==> src/rtl/svd_compose.sv <==
`default_nettype none
//------------------------------------------------------------------------------
// Module  : svd_compose  (plus combinational F_mult / F_add helpers)
// Brief   : A = U * diag(sigma1, sigma2) * V^T for 2x2 single-precision SVD
//           factors; optional NaN/Inf screening via SVD_COMPOSE_NAN_CHECK_EN.
// Revision: 1.0
//------------------------------------------------------------------------------

module F_mult (
  input  logic        clk,
  input  logic [31:0] a,
  input  logic [31:0] b,
  output logic [31:0] q
);
  localparam logic [31:0] c_qnan = 32'h7FC0_0000;

  logic              w_unused_clk;
  logic              w_sign, w_a_zero, w_b_zero, w_a_inf, w_b_inf, w_a_nan, w_b_nan;
  logic              w_rnd;
  logic [47:0]       w_prod, w_norm;
  logic [24:0]       w_mant;
  logic [22:0]       w_frac;
  logic signed [9:0] w_exp;

  // Zero-latency model: the clock pin exists for drop-in compatibility only.
  assign w_unused_clk = clk;

  always_comb begin
    w_sign   = a[31] ^ b[31];
    w_a_zero = (a[30:23] == 8'd0);
    w_b_zero = (b[30:23] == 8'd0);
    w_a_inf  = (a[30:23] == 8'hFF) && (a[22:0] == 23'd0);
    w_b_inf  = (b[30:23] == 8'hFF) && (b[22:0] == 23'd0);
    w_a_nan  = (a[30:23] == 8'hFF) && (a[22:0] != 23'd0);
    w_b_nan  = (b[30:23] == 8'hFF) && (b[22:0] != 23'd0);
    w_prod   = {24'd0, 1'b1, a[22:0]} * {24'd0, 1'b1, b[22:0]};
    w_norm   = w_prod[47] ? w_prod : {w_prod[46:0], 1'b0};
    // Round to nearest, ties to even.
    w_rnd    = w_norm[23] & ((|w_norm[22:0]) | w_norm[24]);
    w_mant   = {1'b0, w_norm[47:24]} + {24'd0, w_rnd};
    w_frac   = w_mant[24] ? w_mant[23:1] : w_mant[22:0];
    w_exp    = $signed({2'b00, a[30:23]}) + $signed({2'b00, b[30:23]}) - 10'sd127
             + $signed({9'd0, w_prod[47]}) + $signed({9'd0, w_mant[24]});

    if (w_a_nan || w_b_nan || (w_a_inf && w_b_zero) || (w_b_inf && w_a_zero))
      q = c_qnan;
    else if (w_a_inf || w_b_inf || (w_exp >= 10'sd255))
      q = {w_sign, 8'hFF, 23'd0};
    else if (w_a_zero || w_b_zero || (w_exp <= 10'sd0))
      q = {w_sign, 31'd0};
    else
      q = {w_sign, w_exp[7:0], w_frac};
  end
endmodule

module F_add (
  input  logic        clk,
  input  logic [31:0] a,
  input  logic [31:0] b,
  output logic [31:0] q
);
  localparam logic [31:0] c_qnan = 32'h7FC0_0000;

  logic              w_unused_clk;
  logic              w_a_zero, w_b_zero, w_a_inf, w_b_inf, w_a_nan, w_b_nan;
  logic              w_swap, w_rnd;
  logic [31:0]       w_x, w_y;
  logic [7:0]        w_d;
  logic [53:0]       w_ysh;
  logic [26:0]       w_xal, w_yal, w_m;
  logic [27:0]       w_sum;
  logic [4:0]        w_lz;
  logic [24:0]       w_mant;
  logic [22:0]       w_frac;
  logic signed [9:0] w_e0, w_exp;

  assign w_unused_clk = clk;

  function automatic logic [4:0] lzc27(input logic [26:0] v);
    logic [4:0] n;
    logic       found;
    n     = 5'd0;
    found = 1'b0;
    for (int i = 26; i >= 0; i--) begin
      if (!found && v[i]) found = 1'b1;
      else if (!found)    n = n + 5'd1;
    end
    return n;
  endfunction

  always_comb begin
    w_a_zero = (a[30:23] == 8'd0);
    w_b_zero = (b[30:23] == 8'd0);
    w_a_inf  = (a[30:23] == 8'hFF) && (a[22:0] == 23'd0);
    w_b_inf  = (b[30:23] == 8'hFF) && (b[22:0] == 23'd0);
    w_a_nan  = (a[30:23] == 8'hFF) && (a[22:0] != 23'd0);
    w_b_nan  = (b[30:23] == 8'hFF) && (b[22:0] != 23'd0);
    // x is the operand of larger magnitude; y is aligned to it with a sticky bit.
    w_swap   = (b[30:0] > a[30:0]);
    w_x      = w_swap ? b : a;
    w_y      = w_swap ? a : b;
    w_d      = w_x[30:23] - w_y[30:23];
    w_ysh    = {1'b1, w_y[22:0], 30'd0} >> w_d[4:0];
    w_yal    = (w_d > 8'd31) ? 27'd1 : {w_ysh[53:28], |w_ysh[27:0]};
    w_xal    = {1'b1, w_x[22:0], 3'b000};
    w_sum    = (w_x[31] ^ w_y[31]) ? ({1'b0, w_xal} - {1'b0, w_yal})
                                   : ({1'b0, w_xal} + {1'b0, w_yal});
    w_lz     = lzc27(w_sum[26:0]);
    w_m      = w_sum[27] ? {w_sum[27:2], w_sum[1] | w_sum[0]} : (w_sum[26:0] << w_lz);
    w_rnd    = w_m[2] & (w_m[1] | w_m[0] | w_m[3]);
    w_mant   = {1'b0, w_m[26:3]} + {24'd0, w_rnd};
    w_frac   = w_mant[24] ? w_mant[23:1] : w_mant[22:0];
    w_e0     = $signed({2'b00, w_x[30:23]}) + $signed({9'd0, w_sum[27]})
             - $signed({5'd0, (w_sum[27] ? 5'd0 : w_lz)});
    w_exp    = w_e0 + $signed({9'd0, w_mant[24]});

    if (w_a_nan || w_b_nan || (w_a_inf && w_b_inf && (a[31] != b[31])))
      q = c_qnan;
    else if (w_a_inf)
      q = a;
    else if (w_b_inf)
      q = b;
    else if (w_a_zero && w_b_zero)
      q = {a[31] & b[31], 31'd0};
    else if (w_b_zero)
      q = a;
    else if (w_a_zero)
      q = b;
    else if (w_sum == 28'd0)
      q = 32'd0;
    else if (w_exp >= 10'sd255)
      q = {w_x[31], 8'hFF, 23'd0};
    else if (w_exp <= 10'sd0)
      q = {w_x[31], 31'd0};
    else
      q = {w_x[31], w_exp[7:0], w_frac};
  end
endmodule

module svd_compose (
  input  logic        aclk,
  input  logic        areset,
  input  logic        in_valid,
  output logic        in_ready,
  input  logic [31:0] u11,
  input  logic [31:0] u12,
  input  logic [31:0] u21,
  input  logic [31:0] u22,
  input  logic [31:0] sigma1,
  input  logic [31:0] sigma2,
  input  logic [31:0] c,
  input  logic [31:0] s,
  output logic        out_valid,
  input  logic        out_ready,
  output logic [31:0] a11,
  output logic [31:0] a12,
  output logic [31:0] a21,
  output logic [31:0] a22,
  output logic        err
);
  typedef enum logic [2:0] {
    IDLE   = 3'd0,
    SCALE0 = 3'd1,
    SCALE1 = 3'd2,
    ROT0   = 3'd3,
    ROT1   = 3'd4,
    ROT2   = 3'd5,
    ROT3   = 3'd6,
    DONE   = 3'd7
  } state_t;

  state_t      r_state, w_next;
  logic [31:0] r_u11, r_u12, r_u21, r_u22, r_sigma1, r_sigma2, r_c, r_s;
  logic [31:0] r_w11, r_w12, r_w21, r_w22;
  logic [31:0] r_a11, r_a12, r_a21, r_a22;
  logic [31:0] w_ma0, w_mb0, w_ma1, w_mb1, w_p0, w_p1, w_sum, w_res, w_neg_s;

  always_ff @(posedge aclk or posedge areset) begin
    if (areset) r_state <= IDLE;
    else        r_state <= w_next;
  end

  always_comb begin
    w_next    = r_state;
    in_ready  = 1'b0;
    out_valid = 1'b0;
    case (r_state)
      IDLE: begin
        in_ready = 1'b1;
        if (in_valid) w_next = SCALE0;
      end
      SCALE0:  w_next = SCALE1;
      SCALE1:  w_next = ROT0;
      ROT0:    w_next = ROT1;
      ROT1:    w_next = ROT2;
      ROT2:    w_next = ROT3;
      ROT3:    w_next = DONE;
      DONE: begin
        out_valid = 1'b1;
        if (out_ready) w_next = IDLE;
      end
      default: w_next = IDLE;
    endcase
  end

  assign w_neg_s = {~r_s[31], r_s[30:0]};

  // Operand routing for the two shared multipliers; the adder always sums them.
  always_comb begin
    w_ma0 = 32'd0;
    w_mb0 = 32'd0;
    w_ma1 = 32'd0;
    w_mb1 = 32'd0;
    case (r_state)
      SCALE0: begin w_ma0 = r_u11; w_mb0 = r_sigma1; w_ma1 = r_u21; w_mb1 = r_sigma1; end
      SCALE1: begin w_ma0 = r_u12; w_mb0 = r_sigma2; w_ma1 = r_u22; w_mb1 = r_sigma2; end
      ROT0:   begin w_ma0 = r_w11; w_mb0 = r_c;      w_ma1 = r_w12; w_mb1 = r_s;      end
      ROT1:   begin w_ma0 = r_w11; w_mb0 = w_neg_s;  w_ma1 = r_w12; w_mb1 = r_c;      end
      ROT2:   begin w_ma0 = r_w21; w_mb0 = r_c;      w_ma1 = r_w22; w_mb1 = r_s;      end
      ROT3:   begin w_ma0 = r_w21; w_mb0 = w_neg_s;  w_ma1 = r_w22; w_mb1 = r_c;      end
      default: ;
    endcase
  end

  F_mult u_mult0 (.clk(1'b0), .a(w_ma0), .b(w_mb0), .q(w_p0));
  F_mult u_mult1 (.clk(1'b0), .a(w_ma1), .b(w_mb1), .q(w_p1));
  F_add  u_add   (.clk(1'b0), .a(w_p0),  .b(w_p1),  .q(w_sum));

`ifdef SVD_COMPOSE_NAN_CHECK_EN
  localparam logic [31:0] c_qnan = 32'h7FC0_0000;

  logic r_nan, r_err;

  // A non-finite operand poisons every output of the transaction.
  always_ff @(posedge aclk or posedge areset) begin
    if (areset) begin
      r_nan <= 1'b0;
      r_err <= 1'b0;
    end else begin
      if (r_state == IDLE && in_valid)
        r_nan <= (u11[30:23] == 8'hFF) || (u12[30:23] == 8'hFF) ||
                 (u21[30:23] == 8'hFF) || (u22[30:23] == 8'hFF) ||
                 (sigma1[30:23] == 8'hFF) || (sigma2[30:23] == 8'hFF) ||
                 (c[30:23] == 8'hFF) || (s[30:23] == 8'hFF);
      if (r_state == ROT3)
        r_err <= r_nan;
      else if (r_state == DONE && out_ready)
        r_err <= 1'b0;
    end
  end

  assign err   = r_err;
  assign w_res = r_nan ? c_qnan : w_sum;
`else
  assign err   = 1'b0;
  assign w_res = w_sum;
`endif

  always_ff @(posedge aclk or posedge areset) begin
    if (areset) begin
      r_u11 <= 32'h0; r_u12 <= 32'h0; r_u21 <= 32'h0; r_u22 <= 32'h0;
      r_sigma1 <= 32'h0; r_sigma2 <= 32'h0; r_c <= 32'h0; r_s <= 32'h0;
      r_w11 <= 32'h0; r_w12 <= 32'h0; r_w21 <= 32'h0; r_w22 <= 32'h0;
      r_a11 <= 32'h0; r_a12 <= 32'h0; r_a21 <= 32'h0; r_a22 <= 32'h0;
    end else begin
      case (r_state)
        IDLE: if (in_valid) begin
          r_u11 <= u11; r_u12 <= u12; r_u21 <= u21; r_u22 <= u22;
          r_sigma1 <= sigma1; r_sigma2 <= sigma2; r_c <= c; r_s <= s;
        end
        SCALE0: begin r_w11 <= w_p0; r_w21 <= w_p1; end
        SCALE1: begin r_w12 <= w_p0; r_w22 <= w_p1; end
        ROT0:   r_a11 <= w_res;
        ROT1:   r_a12 <= w_res;
        ROT2:   r_a21 <= w_res;
        ROT3:   r_a22 <= w_res;
        default: ;
      endcase
    end
  end

  assign a11 = r_a11;
  assign a12 = r_a12;
  assign a21 = r_a21;
  assign a22 = r_a22;

endmodule
`default_nettype wire

==> config.mk <==
export PLATFORM = sky130hd
export DESIGN_NAME = svd_compose
export DESIGN_NICKNAME = d
export VERILOG_FILES = /design/src/rtl/svd_compose.sv
export SDC_FILE = /design/constraint.sdc
export NUM_CORES = 2
export LEC_CHECK = 0
export ABC_AREA = 1
export CAP_MARGIN = 0
export CORE_MARGIN = 2
export CORE_UTILIZATION = 45
export DETAILED_ROUTE_END_ITERATION = 8
export SYNTH_ARGS = -nofsm -noshare
export SYNTH_HDL_FRONTEND = slang
export SYNTH_SLANG_ARGS = --single-unit
==> constraint.sdc <==
create_clock -name aclk -period 57.7 [get_ports aclk]
set_clock_uncertainty 0.15 [all_clocks]
set_input_delay 11.54 -clock aclk [delete_from_list [all_inputs] [get_ports aclk]]
set_output_delay 11.54 -clock aclk [all_outputs]
set_load 0.005 [all_outputs]
# Word-level counts from Yosys, hierarchy flattened
# Cells that the tools add are included.
# totals
regBits	515
input_bits	260
word_cells	331
# classes
n_addsub	43
multipliers	2
magnitude_cmp	8
n_eq_ne	16
shifts	2
muxes	114
bitwise_logic	13
reduce_logical	116
# op_table
operator	count
$pmux W32 S4	4
$mux W32	11
$mux W5	53
$mux W31	6
$logic_not A23 Y1	6
$reduce_bool A23 Y1	6
$add A5 B1 Y5 const B	26
$mul A24 B24 Y48	2
$mux W48	2
$add A24 B1 Y25	3
$mux W23	3
$mux W27	2
$shr A54 B5 Y54	1
$add A10 B2 Y10	5
$eq A8 B8 Y1 const B	6
$logic_not A8 Y1	6
$reduce_or A23 Y1	2
$logic_and A1 B1 Y1	45
$gt A31 B31 Y1	1
$ge A10 B9 Y1 const B	3
$le A10 B1 Y1 const B	3
$mux W1	29
$add A27 B27 Y28	1
$logic_not A28 Y1	1
26 further kinds	87

# Logic depth before layout (Yosys ltp)
# logic_depth
ltp_word	119
mapped_depth	249
ltp_nobuf	240

# Cells and area by module
# From an unflattened synthesis, not the netlist that was laid out.
# unflattened
hier_cells	12197
hier_area_um2	82705.6
# by_module_without_submodules
mod	instances	cells_each	area_per_inst_um2
svd_compose	1	2862	23282.3
F_mult at u_mult1	1	3286	22843.2
F_mult at u_mult0	1	3301	22719.3
F_add	1	2748	13860.8

# Least setup slack after synthesis
# Ideal clock, no wire load.
# synth_timing
kind	register -> register
start	register r_state[0]
end	register r_a11[3], in the netlist a11[3]
setup_ps	117
t_arrival_ps	34156
t_required_ps	57433
setup_slack_ps	23276
path_stages_with_launch	225
period_less_slack_ps	34424
path_cell_list	dfrtp_1 -> buf_4 -> nand2_1 -> nor2_8 -> nor2_4 -> buf_2 -> buf_4 -> nor2_1 -> nor3_1 -> clkbuf_1 -> inv_1 -> buf_1 -> nand2_1 -> fa_1 -> fa_1 -> inv_1 -> fa_1 -> fa_1 -> (+189 left out) -> o21bai_1 -> a21oi_1 -> o21bai_1 -> a21oi_1 -> nor2_1 -> nor2_1 -> xnor2_1 -> o41ai_1 -> inv_1 -> nand2_1 -> nor3_1 -> buf_2 -> nand3b_1 -> nand2_1 -> o211ai_1 -> nand2_1 -> nand3_1 -> nand2_1
# synth_via
elab_chain_len	119
elab_cells_between_ends	301
cone_classes	add/sub: 43; mul: 2; order compare: 8; eq/ne: 13; shift: 2; mux: 109; bitwise: 11; reduce/logical: 113
# synth_rtl
element	line	rtl
start: declaration	172	state_t r_state, w_next;
start signal: assignment	180	else r_state <= w_next;
$eq A3 B3 Y1 or $eq A3 B2 Y1 (tied branches)	214, 266	
$reduce_or A2 Y1 (no source line)	--	
$pmux W32 S4	214	case (r_state)
$mul A24 B24 Y48	36	w_prod = {24'd0, 1'b1, a[22:0]} * {24'd0, 1'b1, b[22:0]};
$mux W48	37	w_norm = w_prod[47] ? w_prod : {w_prod[46:0], 1'b0};
$reduce_or A23 Y1	39	w_rnd = w_norm[23] & ((|w_norm[22:0]) | w_norm[24]);
$or A1 B1 Y1	39	
$and A1 B1 Y1	39	
(+103 left out)	--	
$mux W31	131	else if (w_exp >= 10'sd255)
$mux W32	129	else if (w_sum == 28'd0)
$mux W32	127	else if (w_a_zero)
$mux W32	125	else if (w_b_zero)
$mux W32	123	else if (w_a_zero && w_b_zero)
$mux W32	121	else if (w_b_inf)
$mux W32	119	else if (w_a_inf)
$mux W32	117	if (w_a_nan || w_b_nan || (w_a_inf && w_b_inf && (a[31] != b[31])))
end signal: assignment	273	ROT0: r_a11 <= w_res;
end: declaration	175	logic [31:0] r_a11, r_a12, r_a21, r_a22;
# Several ways; a longest one is shown, not always the timed one.
# A chain may end at the register's enable or synchronous reset.

# Worst setup path in the final report
# layout_timing
start	register r_state[2]
end	register r_a22[3], in the netlist a22[3]
# layout_via
elab_chain_len	119
elab_cells_between_ends	301
cone_classes	add/sub: 43; mul: 2; order compare: 8; eq/ne: 13; shift: 2; mux: 109; bitwise: 11; reduce/logical: 113
# layout_rtl
element	line	rtl
$eq A3 B3 Y1 (tied with other cells)	214, 266	
$reduce_or A2 Y1 (no source line)	--	
$pmux W32 S4	214	
$mul A24 B24 Y48	36	
$mux W48	37	
$reduce_or A23 Y1	39	
$or A1 B1 Y1	39	
$and A1 B1 Y1	39	
(+103 left out)	--	
$mux W31	131	
$mux W32	129	
$mux W32	127	
$mux W32	125	
$mux W32	123	
$mux W32	121	
$mux W32	119	
$mux W32	117	
end signal: assignment	276	ROT3: r_a22 <= w_res;
end: declaration	175	
# Several ways; a longest one is shown, not always the timed one.

==> results.json <==
{
  "synth_area_um2": 80100,
  "fin_tns_setup_ns": 0,
  "min-delay-start": "a22[7]$_DFFE_PP0N_",
  "ys_dominant_reg_cell": "dfrtp_1",
  "clock_latency_ns": 0.73,
  "fmax_ghz": 0.0217,
  "cts_sinks": 515,
  "synth_fa_ha_area_share_pct": 31.9,
  "post_cts_buffers": 0,
  "synth_compound_gate_area_share_pct": 7.09,
  "port_buffers": 389,
  "critPathLaunch": "r_state[2]$_DFFE_PP0P_",
  "drt_wl_total_mm": 349,
  "die_h_um": 426,
  "yosys_register_bits": 515,
  "critical_path_class": "reg -> reg",
  "max-cap-violations": 0,
  "slowest_delay_ns": 1.05,
  "cts.clk_slew.worst_paths_ns": 0.06,
  "critPathTopFamily": "simple AND/OR/NAND/NOR gates",
  "hold_slack_ns": 0.334,
  "slew_headroom_pct": 10.0,
  "htree_levels": 2,
  "post-route-period-util_pct": 79.7,
  "worst-path-buf-inv": 36,
  "overflow": 0,
  "postCtsHoldBufs": 0,
  "setup_violations": 0,
  "fillCellCount": 18031,
  "ioPinCount": 391,
  "r2r_start": "r_state[2]$_DFFE_PP0P_",
  "yosys-top-cells-count": "nand2_1 (2917), inv_1 (2343), nor2_1 (1487), fa_1 (970), nand3_1 (648)",
  "grt_setup_unrepaired": "false",
  "dpl.hpwl_mm": 286,
  "clockBufferDepth": 3,
  "hold_violations": 0,
  "fin_ws_ns": 11.71,
  "yosys.area.top_type": "fa_1",
  "synth_cell_type_count": 78,
  "start_kind": "register",
  "synth_top_family_by_area": "adder cells",
  "drt_iter0_markers": 7919,
  "dr.pass1.iters": 6,
  "cp_common_cell": "nand2_1",
  "worstHoldPathCells": 2,
  "yosys.area_share.simple_pct": 29.4,
  "via_per_inst": 5.50,
  "syn_inst": 11586,
  "synthMuxAreaShare_pct": 0.0984,
  "ff2ff_path_depth": 213,
  "core_area_um2": 176000,
  "chipWidth_um": 426,
  "ant_nets": 0,
  "track_usage_pct": 38.4,
  "fin_crit_ns": 45.99,
  "route.vias.total": 78063,
  "async_flop_share_pct": 100,
  "synth-edff-count": 0,
  "hp-class": "reg -> reg",
  "synth_warnings": 0,
  "cts_tree": "built",
  "num_rows": 154,
  "ys_seq_area_share_pct": 16.1,
  "cts_resized": 0,
  "syn-num-nets": 13307,
  "initial_utilization_pct": 45.4,
  "status": "finished clean",
  "cp_max_fo": 130,
  "dieArea_um2": 181000,
  "worst_pin_slew_ns": 1.35,
  "synthXorXnorAreaFrac_pct": 1.34,
  "synth_top_cell_area_share_pct": 24.2,
  "drive_gt1_share_pct": 5.40,
  "cts_root_buffer": "clkbuf_16",
  "area_delta_synth_final_pct": 10.7,
  "cts_made_buffers": 59,
  "yosysMostFrequentCell": "nand2_1",
  "grt_pass1_vias": 77548,
  "wl_per_cell_um": 24.6,
  "place.gp.congestion": 1.02,
  "synth_area_leaders": "fa_1 (24%), dfrtp_1 (16%), nand2_1 (14%)",
  "nNetsFinal": 13513,
  "antenna_found_initial": 34,
  "cp_data_required_time_ns": 58.20,
  "avgSynthCellArea_um2": 6.92,
  "drc": 0,
  "cp.depth": 213,
  "drv_slew": 0,
  "grt_max_degree": 225,
  "pre_cts_ws_ns": 13.01,
  "grt_first_pass_wirelength_mm": 513,
  "cp.arrival_ns": 46.49,
  "worst_path_max_delay_cell": "ha_1",
  "crit_path_end_kind": "register"
}
-- path summary, 6_finish.rpt --
kind,end,slack (ns)
min in group asynchronous,r_sigma2[31]$_DFFE_PP0P_,11.17
hold reg to reg,a22[7]$_DFFE_PP0N_,0.33
setup reg to reg,a22[3]$_DFFE_PP0N_,11.71
hold / removal,a22[7]$_DFFE_PP0N_,0.33
setup / recovery,a22[3]$_DFFE_PP0N_,11.71
max in group asynchronous,r_c[0]$_DFFE_PP0P_,43.06
-- logic make-up after synthesis --
| family | after synthesis |
|---|---|
| AOI/OAI and AO/OA | 1036 |
| DFF | 515 |
| other | 1 |
| adders and majority gates | 1461 |
| muxes | 7 |
| buffers and inverters | 2860 |
| and+or+nand+nor | 5584 |
| xor gates and xnor gates | 122 |
-- flip-flops by register name (all words and copies together), names as in the netlist --
register  cells
a11          32
a12          32
a21          32
a22          32
r_c          32
r_s          32
r_sigma1     32
r_sigma2     32
r_u11        32
r_u12        32
r_u21        32
r_u22        32
r_w11        32
r_w12        32
r_w21        32
r_w22        32
r_state       3
-- area by class of cell --
type,count,area (um^2),share of cell area (%)
well taps,2340,2930,3.30
inverters,2414,9070,10.2
repair buffers,591,5460,6.16
diodes,18,45.0,0.0508
flip-flops and latches,515,12900,14.5
multi-input cells,8211,56200,63.4
clock inverters,19,344,0.388
clock buffers,85,1710,1.93
-- layout by cell type, fill, tap and decap left out, types with 47 or more instances in the layout --
cell	n
nor3_2	76
nor2_1	1485
nor3_1	93
dfrtp_1	515
inv_2	47
nand4_1	114
xor2_1	85
clkdlybuf4s50_1	389
nand2_2	56
nand2_1	2915
clkbuf_16	59
fa_1	970
a21oi_1	448
nand3_1	646
o22ai_1	101
buf_4	198
inv_1	2342
o21ai_0	328
ha_1	491
-- worst min-delay path: stages (launching register included) --
cell,delay (ns)
dfrtp_1,0.34
nand2_1,0.06
nand2_1,0.05
-- routing by layer --
| layer | up-vias | routed length, um | global-route usage [%] |
|---|---|---|---|
| met5 | - | 126 | 0 |
| met4 | 18 | 20900 | 19.4 |
| met3 | 757 | 29600 | 7.28 |
| met2 | 3466 | 151000 | 58.6 |
| met1 | 38374 | 147000 | 52.0 |
| li1 | 35448 | - | - |
-- per-stage QoR --
stage                     instance area, um^2  std cells  utilization [%]
after floorplan                         80100      11586                -
after global placement                  86600      14071             49.1
after detailed placement                86600      14071             49.1
after CTS                               88600      14175             50.2
after global routing                    88700      14182             50.2
final                                   88700      14193             50.3
Power is left out: the tool's default activity adds up to more than one toggle a clock period on the data nets, which glitch-free logic cannot reach.
